==> src/rtl/sh7034_rst_ctrl_pkg.sv <==
// Shared types for the SH7034 reset controller: FSM states, reset sources, cause codes
// and the decode from (state, source) to the registered reset outputs.
package SH7034_PKG;

  typedef enum logic [1:0] {
    ST_RUN  = 2'd0,
    ST_EXT  = 2'd1,
    ST_WRES = 2'd2,
    ST_HOLD = 2'd3
  } RSTC_state_t;

  typedef enum logic [1:0] {
    SRC_EXT = 2'd0,
    SRC_WPO = 2'd1,
    SRC_WMR = 2'd2
  } RES_SRC_t;

  typedef logic [1:0] RES_CAUSE_t;

  localparam RES_CAUSE_t RES_CAUSE_EXT = 2'b00;
  localparam RES_CAUSE_t RES_CAUSE_WPO = 2'b01;
  localparam RES_CAUSE_t RES_CAUSE_WMR = 2'b10;

  localparam int DIV_W = 13;

  typedef struct packed {
    logic wdt_res_n;
    logic periph_res_n;
    logic cpu_res_n;
    logic cpu_res_type;
  } res_out_t;

  // A WDT power-on reset leaves the WDT itself running so RSTCSR.WOVF survives;
  // a manual reset touches the CPU only.
  function automatic res_out_t decode_res(RSTC_state_t st, RES_SRC_t src);
    res_out_t r;
    r.wdt_res_n    = 1'b1;
    r.periph_res_n = 1'b1;
    r.cpu_res_n    = 1'b1;
    r.cpu_res_type = 1'b0;
    if (st == ST_RUN) begin
      r.cpu_res_n = 1'b1;
    end else if (st == ST_EXT || src == SRC_EXT) begin
      r.wdt_res_n    = 1'b0;
      r.periph_res_n = 1'b0;
      r.cpu_res_n    = 1'b0;
    end else if (src == SRC_WPO) begin
      r.periph_res_n = 1'b0;
      r.cpu_res_n    = 1'b0;
    end else begin
      r.cpu_res_n    = 1'b0;
      r.cpu_res_type = 1'b1;
    end
    return r;
  endfunction

endpackage

==> src/rtl/sh7034_rst_ctrl_if.sv <==
// Reset/strobe bundle between the reset controller (master) and the WDT and
// peripherals (slave).
interface sh7034_rst_ctrl_if;
  import SH7034_PKG::*;

  logic       WDT_PRES;
  logic       WDT_MRES;
  logic       WDT_RES_N;
  logic       PERIPH_RES_N;
  logic       CPU_RES_N;
  logic       CPU_RES_TYPE;
  RES_CAUSE_t RES_CAUSE;
  logic       CLK2_CE;
  logic       CLK4_CE;
  logic       CLK8_CE;
  logic       CLK64_CE;
  logic       CLK128_CE;
  logic       CLK256_CE;
  logic       CLK512_CE;
  logic       CLK1024_CE;
  logic       CLK4096_CE;
  logic       CLK8192_CE;

  modport master (
    input  WDT_PRES, WDT_MRES,
    output WDT_RES_N, PERIPH_RES_N, CPU_RES_N, CPU_RES_TYPE, RES_CAUSE,
    output CLK2_CE, CLK4_CE, CLK8_CE, CLK64_CE, CLK128_CE, CLK256_CE,
    output CLK512_CE, CLK1024_CE, CLK4096_CE, CLK8192_CE
  );

  modport slave (
    output WDT_PRES, WDT_MRES,
    input  WDT_RES_N, PERIPH_RES_N, CPU_RES_N, CPU_RES_TYPE, RES_CAUSE,
    input  CLK2_CE, CLK4_CE, CLK8_CE, CLK64_CE, CLK128_CE, CLK256_CE,
    input  CLK512_CE, CLK1024_CE, CLK4096_CE, CLK8192_CE
  );

endinterface

==> src/rtl/sh7034_rst_ctrl_prescaler.sv <==
// phi/n clock-enable prescaler: 13-bit divider advanced on CE_R, held at zero by clr,
// with each strobe decoded from the low bits being all ones.
module sh7034_prescaler
  import SH7034_PKG::*;
(
  input  logic CLK,
  input  logic RST_N,
  input  logic CE_R,
  input  logic clr,
  output logic CLK2_CE,
  output logic CLK4_CE,
  output logic CLK8_CE,
  output logic CLK64_CE,
  output logic CLK128_CE,
  output logic CLK256_CE,
  output logic CLK512_CE,
  output logic CLK1024_CE,
  output logic CLK4096_CE,
  output logic CLK8192_CE
);

  logic [DIV_W-1:0] div;
  logic             strobe_en;

  // NOTE: sequential state uses non-blocking assignments so every flop samples
  // pre-edge values regardless of process ordering.
  always_ff @(posedge CLK or negedge RST_N) begin
    if (!RST_N) begin
      div <= '0;
    end else if (clr) begin
      div <= '0;
    end else if (CE_R) begin
      div <= div + 1'b1;
    end
  end

  // The clear comes from a registered reset, so gate the strobes too: the divider
  // still holds its old count during the first cleared cycle.
  assign strobe_en  = CE_R & ~clr;

  assign CLK2_CE    = strobe_en & div[0];
  assign CLK4_CE    = strobe_en & (&div[1:0]);
  assign CLK8_CE    = strobe_en & (&div[2:0]);
  assign CLK64_CE   = strobe_en & (&div[5:0]);
  assign CLK128_CE  = strobe_en & (&div[6:0]);
  assign CLK256_CE  = strobe_en & (&div[7:0]);
  assign CLK512_CE  = strobe_en & (&div[8:0]);
  assign CLK1024_CE = strobe_en & (&div[9:0]);
  assign CLK4096_CE = strobe_en & (&div[11:0]);
  assign CLK8192_CE = strobe_en & (&div[12:0]);

endmodule

==> src/rtl/sh7034_rst_ctrl.sv <==
// SH7034 reset controller: RES_N synchroniser, reset sequencing FSM and prescaler.
// Define SH7034_MANUAL_RESET_EN to honour WDT manual-reset requests.
module sh7034_rst_ctrl
  import SH7034_PKG::*;
#(
  parameter int RES_HOLD = 16  // CE_R cycles of hold after release, 1..255
) (
  input  logic                     CLK,
  input  logic                     RST_N,
  input  logic                     CE_R,
  input  logic                     RES_N,
  sh7034_rst_ctrl_if.master        rst_bus
);

  localparam logic [7:0] HOLD_INIT = 8'(RES_HOLD - 1);

  logic        res_meta;
  logic        res_s;
  logic        mres_req;

  RSTC_state_t state_q, state_d;
  RES_SRC_t    src_q,   src_d;
  logic [7:0]  cnt_q,   cnt_d;
  RES_CAUSE_t  cause_q, cause_d;
  res_out_t    res_q,   res_d;

`ifdef SH7034_MANUAL_RESET_EN
  assign mres_req = rst_bus.WDT_MRES;
`else
  logic [1:0] unused_mres;
  assign mres_req    = 1'b0;
  assign unused_mres = {rst_bus.WDT_MRES, res_q.cpu_res_type};
`endif

  // NOTE: the synchroniser resets to 1 (pin inactive) so leaving RST_N goes straight
  // into the hold countdown instead of detouring through EXT for two cycles.
  always_ff @(posedge CLK or negedge RST_N) begin
    if (!RST_N) begin
      res_meta <= 1'b1;
      res_s    <= 1'b1;
    end else begin
      res_meta <= RES_N;
      res_s    <= res_meta;
    end
  end

  // NOTE: every always_comb target gets a default first so no path infers a latch.
  always_comb begin
    state_d = state_q;
    src_d   = src_q;
    cnt_d   = cnt_q;
    cause_d = cause_q;
    if (CE_R) begin
      unique case (state_q)
        ST_RUN: begin
          if (!res_s) begin
            state_d = ST_EXT;
            src_d   = SRC_EXT;
            cause_d = RES_CAUSE_EXT;
          end else if (rst_bus.WDT_PRES) begin
            state_d = ST_WRES;
            src_d   = SRC_WPO;
            cause_d = RES_CAUSE_WPO;
          end else if (mres_req) begin
            state_d = ST_WRES;
            src_d   = SRC_WMR;
            cause_d = RES_CAUSE_WMR;
          end
        end
        ST_EXT: begin
          if (res_s) begin
            state_d = ST_HOLD;
            src_d   = SRC_EXT;
            cnt_d   = HOLD_INIT;
          end
        end
        ST_WRES: begin
          if (!res_s) begin
            state_d = ST_EXT;
            src_d   = SRC_EXT;
            cause_d = RES_CAUSE_EXT;
          end else if (!rst_bus.WDT_PRES && !mres_req) begin
            state_d = ST_HOLD;
            cnt_d   = HOLD_INIT;
          end
        end
        ST_HOLD: begin
          // WDT requests are deliberately not looked at while holding.
          if (!res_s) begin
            state_d = ST_EXT;
            src_d   = SRC_EXT;
            cause_d = RES_CAUSE_EXT;
          end else if (cnt_q == 8'd0) begin
            state_d = ST_RUN;
          end else begin
            cnt_d = cnt_q - 8'd1;
          end
        end
      endcase
    end
    res_d = decode_res(state_d, src_d);
  end

  always_ff @(posedge CLK or negedge RST_N) begin
    if (!RST_N) begin
      state_q <= ST_HOLD;
      src_q   <= SRC_EXT;
      cnt_q   <= HOLD_INIT;
      cause_q <= RES_CAUSE_EXT;
      res_q   <= '0;
    end else begin
      state_q <= state_d;
      src_q   <= src_d;
      cnt_q   <= cnt_d;
      cause_q <= cause_d;
      res_q   <= res_d;
    end
  end

  assign rst_bus.WDT_RES_N    = res_q.wdt_res_n;
  assign rst_bus.PERIPH_RES_N = res_q.periph_res_n;
  assign rst_bus.CPU_RES_N    = res_q.cpu_res_n;
  assign rst_bus.RES_CAUSE    = cause_q;
`ifdef SH7034_MANUAL_RESET_EN
  assign rst_bus.CPU_RES_TYPE = res_q.cpu_res_type;
`else
  assign rst_bus.CPU_RES_TYPE = 1'b0;
`endif

  sh7034_prescaler u_prescaler (
    .CLK        (CLK),
    .RST_N      (RST_N),
    .CE_R       (CE_R),
    .clr        (~res_q.wdt_res_n),
    .CLK2_CE    (rst_bus.CLK2_CE),
    .CLK4_CE    (rst_bus.CLK4_CE),
    .CLK8_CE    (rst_bus.CLK8_CE),
    .CLK64_CE   (rst_bus.CLK64_CE),
    .CLK128_CE  (rst_bus.CLK128_CE),
    .CLK256_CE  (rst_bus.CLK256_CE),
    .CLK512_CE  (rst_bus.CLK512_CE),
    .CLK1024_CE (rst_bus.CLK1024_CE),
    .CLK4096_CE (rst_bus.CLK4096_CE),
    .CLK8192_CE (rst_bus.CLK8192_CE)
  );

endmodule

==> src/flat_wrapper.sv <==
// flat-port wrapper written by rule: the top's interface ports become plain ports
module sh7034_rst_ctrl_flat import SH7034_PKG::*;
#(
  parameter int RES_HOLD = 16                                              
)
  (CLK, RST_N, CE_R, RES_N, rst_bus_WDT_PRES, rst_bus_WDT_MRES, rst_bus_WDT_RES_N, rst_bus_PERIPH_RES_N, rst_bus_CPU_RES_N, rst_bus_CPU_RES_TYPE, rst_bus_RES_CAUSE, rst_bus_CLK2_CE, rst_bus_CLK4_CE, rst_bus_CLK8_CE, rst_bus_CLK64_CE, rst_bus_CLK128_CE, rst_bus_CLK256_CE, rst_bus_CLK512_CE, rst_bus_CLK1024_CE, rst_bus_CLK4096_CE, rst_bus_CLK8192_CE);
  sh7034_rst_ctrl_if rst_bus_i ();
  input  logic CLK;
  input  logic RST_N;
  input  logic CE_R;
  input  logic RES_N;
  input wire logic [$bits(rst_bus_i.WDT_PRES)-1:0] rst_bus_WDT_PRES;
  input wire logic [$bits(rst_bus_i.WDT_MRES)-1:0] rst_bus_WDT_MRES;
  output wire logic [$bits(rst_bus_i.WDT_RES_N)-1:0] rst_bus_WDT_RES_N;
  output wire logic [$bits(rst_bus_i.PERIPH_RES_N)-1:0] rst_bus_PERIPH_RES_N;
  output wire logic [$bits(rst_bus_i.CPU_RES_N)-1:0] rst_bus_CPU_RES_N;
  output wire logic [$bits(rst_bus_i.CPU_RES_TYPE)-1:0] rst_bus_CPU_RES_TYPE;
  output wire logic [$bits(rst_bus_i.RES_CAUSE)-1:0] rst_bus_RES_CAUSE;
  output wire logic [$bits(rst_bus_i.CLK2_CE)-1:0] rst_bus_CLK2_CE;
  output wire logic [$bits(rst_bus_i.CLK4_CE)-1:0] rst_bus_CLK4_CE;
  output wire logic [$bits(rst_bus_i.CLK8_CE)-1:0] rst_bus_CLK8_CE;
  output wire logic [$bits(rst_bus_i.CLK64_CE)-1:0] rst_bus_CLK64_CE;
  output wire logic [$bits(rst_bus_i.CLK128_CE)-1:0] rst_bus_CLK128_CE;
  output wire logic [$bits(rst_bus_i.CLK256_CE)-1:0] rst_bus_CLK256_CE;
  output wire logic [$bits(rst_bus_i.CLK512_CE)-1:0] rst_bus_CLK512_CE;
  output wire logic [$bits(rst_bus_i.CLK1024_CE)-1:0] rst_bus_CLK1024_CE;
  output wire logic [$bits(rst_bus_i.CLK4096_CE)-1:0] rst_bus_CLK4096_CE;
  output wire logic [$bits(rst_bus_i.CLK8192_CE)-1:0] rst_bus_CLK8192_CE;
  assign rst_bus_i.WDT_PRES = rst_bus_WDT_PRES;
  assign rst_bus_i.WDT_MRES = rst_bus_WDT_MRES;
  assign rst_bus_WDT_RES_N = rst_bus_i.WDT_RES_N;
  assign rst_bus_PERIPH_RES_N = rst_bus_i.PERIPH_RES_N;
  assign rst_bus_CPU_RES_N = rst_bus_i.CPU_RES_N;
  assign rst_bus_CPU_RES_TYPE = rst_bus_i.CPU_RES_TYPE;
  assign rst_bus_RES_CAUSE = rst_bus_i.RES_CAUSE;
  assign rst_bus_CLK2_CE = rst_bus_i.CLK2_CE;
  assign rst_bus_CLK4_CE = rst_bus_i.CLK4_CE;
  assign rst_bus_CLK8_CE = rst_bus_i.CLK8_CE;
  assign rst_bus_CLK64_CE = rst_bus_i.CLK64_CE;
  assign rst_bus_CLK128_CE = rst_bus_i.CLK128_CE;
  assign rst_bus_CLK256_CE = rst_bus_i.CLK256_CE;
  assign rst_bus_CLK512_CE = rst_bus_i.CLK512_CE;
  assign rst_bus_CLK1024_CE = rst_bus_i.CLK1024_CE;
  assign rst_bus_CLK4096_CE = rst_bus_i.CLK4096_CE;
  assign rst_bus_CLK8192_CE = rst_bus_i.CLK8192_CE;
  sh7034_rst_ctrl #(.RES_HOLD(RES_HOLD)) u_core (.CLK(CLK), .RST_N(RST_N), .CE_R(CE_R), .RES_N(RES_N), .rst_bus(rst_bus_i));
endmodule
==> config.mk <==
export PLATFORM = sky130hd
export DESIGN_NAME = sh7034_rst_ctrl_flat
export DESIGN_NICKNAME = d
export VERILOG_FILES = /design/src/rtl/sh7034_rst_ctrl_pkg.sv /design/src/rtl/sh7034_rst_ctrl_if.sv /design/src/rtl/sh7034_rst_ctrl_prescaler.sv /design/src/rtl/sh7034_rst_ctrl.sv /design/src/flat_wrapper.sv
export SDC_FILE = /design/constraint.sdc
export NUM_CORES = 1
export LEC_CHECK = 0
export CORE_MARGIN = 2
export CORE_UTILIZATION = 51
export CTS_BUF_LIST = sky130_fd_sc_hd__clkbuf_8
export CTS_CLUSTER_DIAMETER = 40
export DETAILED_ROUTE_END_ITERATION = 7
export GPL_ROUTABILITY_DRIVEN = 0
export MAX_ROUTING_LAYER = met4
export PLACE_DENSITY = 0.88
export SKIP_CTS_REPAIR_TIMING = 1
export SLEW_MARGIN = 20
export SYNTH_ARGS = -nofsm -noshare
export SYNTH_HDL_FRONTEND = slang
export SYNTH_HIERARCHICAL = 1
export SYNTH_SLANG_ARGS = --single-unit
==> constraint.sdc <==
create_clock -name CLK -period 1.8 [get_ports CLK]
set_clock_uncertainty 0.05 [all_clocks]
set_input_delay 0.45 -clock CLK [delete_from_list [all_inputs] [get_ports CLK]]
set_output_delay 0.45 -clock CLK [all_outputs]
set_load 0.02 [all_outputs]
==> out/results.txt <==
Slack of the critical path: -538 ps
Port-buffer cells: 18
Post-synth EDFFs: 0
Clk buf depth: 2
Peak VDD IR: 0.546 mV
Routed vias/inst: 5.68
Worst endpoint data arrival time: 1840 ps
Post-synthesis instance area: 0.00175 mm2
Die span in y: 62.5 um
Worst Path Max Fanout: 6
Critical Path End Type: output pin
Kind of critical path: reg2out
Area leader, netlist: dfrtp_1
Lkg Pwr: 1.24 nW
# setup viols final: 20
Delay-heaviest family, CP: simple AND/OR/NAND/NOR gates
Congestion Overflow GR: 0
Violated checks: negative setup slack
Critical path, cell by cell: ha_4, nand3_2, or4_4, nor3_4, buf_6
Max-slew violations: 0
Dpl ws: -1110 ps
Die Wd: 62.5 um
Area growth, synth to finish: 53.1%
Total power: 1.84 mW
Post-Syn Instances: 181
Register area share after synthesis: 45.0%
# IOs: 22
Layout Nets: 261
Power per cell area: 690 mW/mm2
Die area: 0.00391 mm2
Share of layout cells above drive strength 1: 49.0%
Worst setup SP type: register
H-tree depth: 2
Final Hold Fails: 0
Synth top area cells: dfrtp_1, dfstp_2, nor2_1
Synth cell types: 47
Fin crit share: 130%
Synthesized area per cell: 9.64 um2
DR iter-0 viols: 134
Number of global-route vias before repair: 1,561
Core Area: 0.00331 mm2
YS warnings: 6
Top cell type's share of synthesized area: 33.0%
Routed Antenna Nets: 0
CTS tree: built
RSZ-0062 raised after global routing: yes
CP required: 1300 ps
CP max-delay cell: or4_4
First-pass GRT wire length: 7310 um
Final instance area: 0.00267 mm2
Drt first pass iters: 5
CTS Buf Count: 5
Avg WL per Cell: 16.5 um
Status: complete, but fails checks
WP buf/inv: 1
Max cap viols: 0
Clk_lat worst skew: 290 ps
Dpl hpwl: 3020 um
Internal reg-to-reg setup slack: -180 ps
Initial Util: 52.7%
Seq cells post-synth: 31
Post-Route WL: 4930 um
Row cnt: 21
Largest net degree at the start of global routing: 32
Fmax: 428 MHz
TNS Setup: -4600 ps
Ant diodes: 0
Most frequently used flop master after synthesis: dfrtp_1
DR DRC count: 0
Post-Place Cell Area: 0.00233 mm2
Clk root buf: clkbuf_8
Via count: 1,697
Max stage delay on crit path: 600 ps
Worst-path clk slew: 60 ps
Gr usage total: 24.8%
Post-synth ARST share: 100%
Clock tree sinks: 31
Tmin final: 2340 ps
Initial antenna violation count: 0
Worst min-delay path category: reg2reg
-- worst register-to-register path, cell delays in order, from the launching register on --
cell	delay, ps
dfstp_2	380
inv_2	60
ha_4	120
or4b_4	500
o41ai_4	280
buf_4	170
a21oi_2	60
xnor2_1	120
nor2_1	140
-- Yosys cell counts (4+ instances only) --
library cell / n
a21oi_1: 14
and2_1: 4
dfrtp_1: 23
dfstp_2: 8
inv_1: 9
mux2i_1: 5
nand2_1: 15
nor2_1: 22
nor3_1: 4
o21ai_0: 8
-- power by group --
| group | switching [mW] | internal (mW) | total (mW) | leakage, nW |
|---|---|---|---|---|
| registers | 0.0311 | 0.752 | 0.783 | 0.402 |
| logic | 0.172 | 0.164 | 0.337 | 0.776 |
| clock network | 0.277 | 0.448 | 0.724 | 0.0612 |
-- layout make-up --
| cell class | count | area, um2 |
|---|---|---|
| Tap cell | 46 | 57.6 |
| Clock buffer | 6 | 82.6 |
| Inverter | 11 | 43.8 |
| Multi-Input combinational cell | 131 | 1010 |
| Timing Repair Buffer | 72 | 652 |
| Sequential cell | 31 | 787 |
| Clock inverter | 2 | 35.0 |
| Fill cell | 216 | 638 |
-- final timing paths --
path | from | endpoint | cells past startpoint
min in group asynchronous | RST_N | u_core/u_prescaler/div[11] | 2
max in group asynchronous | RST_N | u_core/cnt_q[0] | 2
worst max register to register | u_core/cnt_q[1] | u_core/cnt_q[5] | 8
worst max-delay path | u_core/u_prescaler/div[1] | rst_bus_CLK8192_CE | 5
worst min-delay path | u_core/res_meta | u_core/res_s | 0
worst min register to register | u_core/res_meta | u_core/res_s | 0
-- layout by cell type, fill, tap and decap left out, types with 3 or more instances in the layout --
cell and count:
nor2_4 6, buf_4 50, a21oi_1 11, nor2b_1 3
dfrtp_1 22, o31ai_1 3, a21oi_2 5, buf_6 11
or3_1 3, o21ai_0 8, or4_1 3, dlymetal6s2s_1 3
inv_2 4, nand2b_1 3, nor3_1 3, mux2i_1 5
and2_4 3, clkbuf_8 6, clkdlybuf4s50_1 5, nor2_1 14
inv_1 6, nand2_1 13, dfstp_2 8
-- flip-flops by register name, summed over array words and instances, names as in the netlist, 2 cells and up --
name                    count
u_core/cnt_q                8
u_core/src_q                2
u_core/state_q              2
u_core/u_prescaler/div     13
-- cells by family after synthesis --
| family | share of synthesized area, % |
|---|---|
| adders and majority gates | 2.15 |
| AOI/OAI and AO/OA | 15.3 |
| buffers and inverters | 5.73 |
| muxes | 4.16 |
| and+or+nand+nor | 25.4 |
| other | 0.215 |
| xor gates and xnor gates | 2.01 |
| DFF | 45.0 |
-- layer usage --
metal | share of wire, % | global-route usage, % | vias to the layer above
met2 | 55 | 42.5 | 68
met3 | 3.9 | 4.50 | 20
li1 | - | - | 773
met4 | 3.4 | 12.5 | 0
met5 | 0 | - | -
met1 | 37 | 27.7 | 836
-- per-stage QoR --
stage,utilization [%],std cells,hold WS (ps)
after floorplan,-,182,104
after global placement,70.4,281,299
after detailed placement,70.4,281,305
after CTS,74.0,289,315
after global routing,80.7,299,317
final,80.7,299,312
No activity file was read; power rests on OpenSTA's default activity.
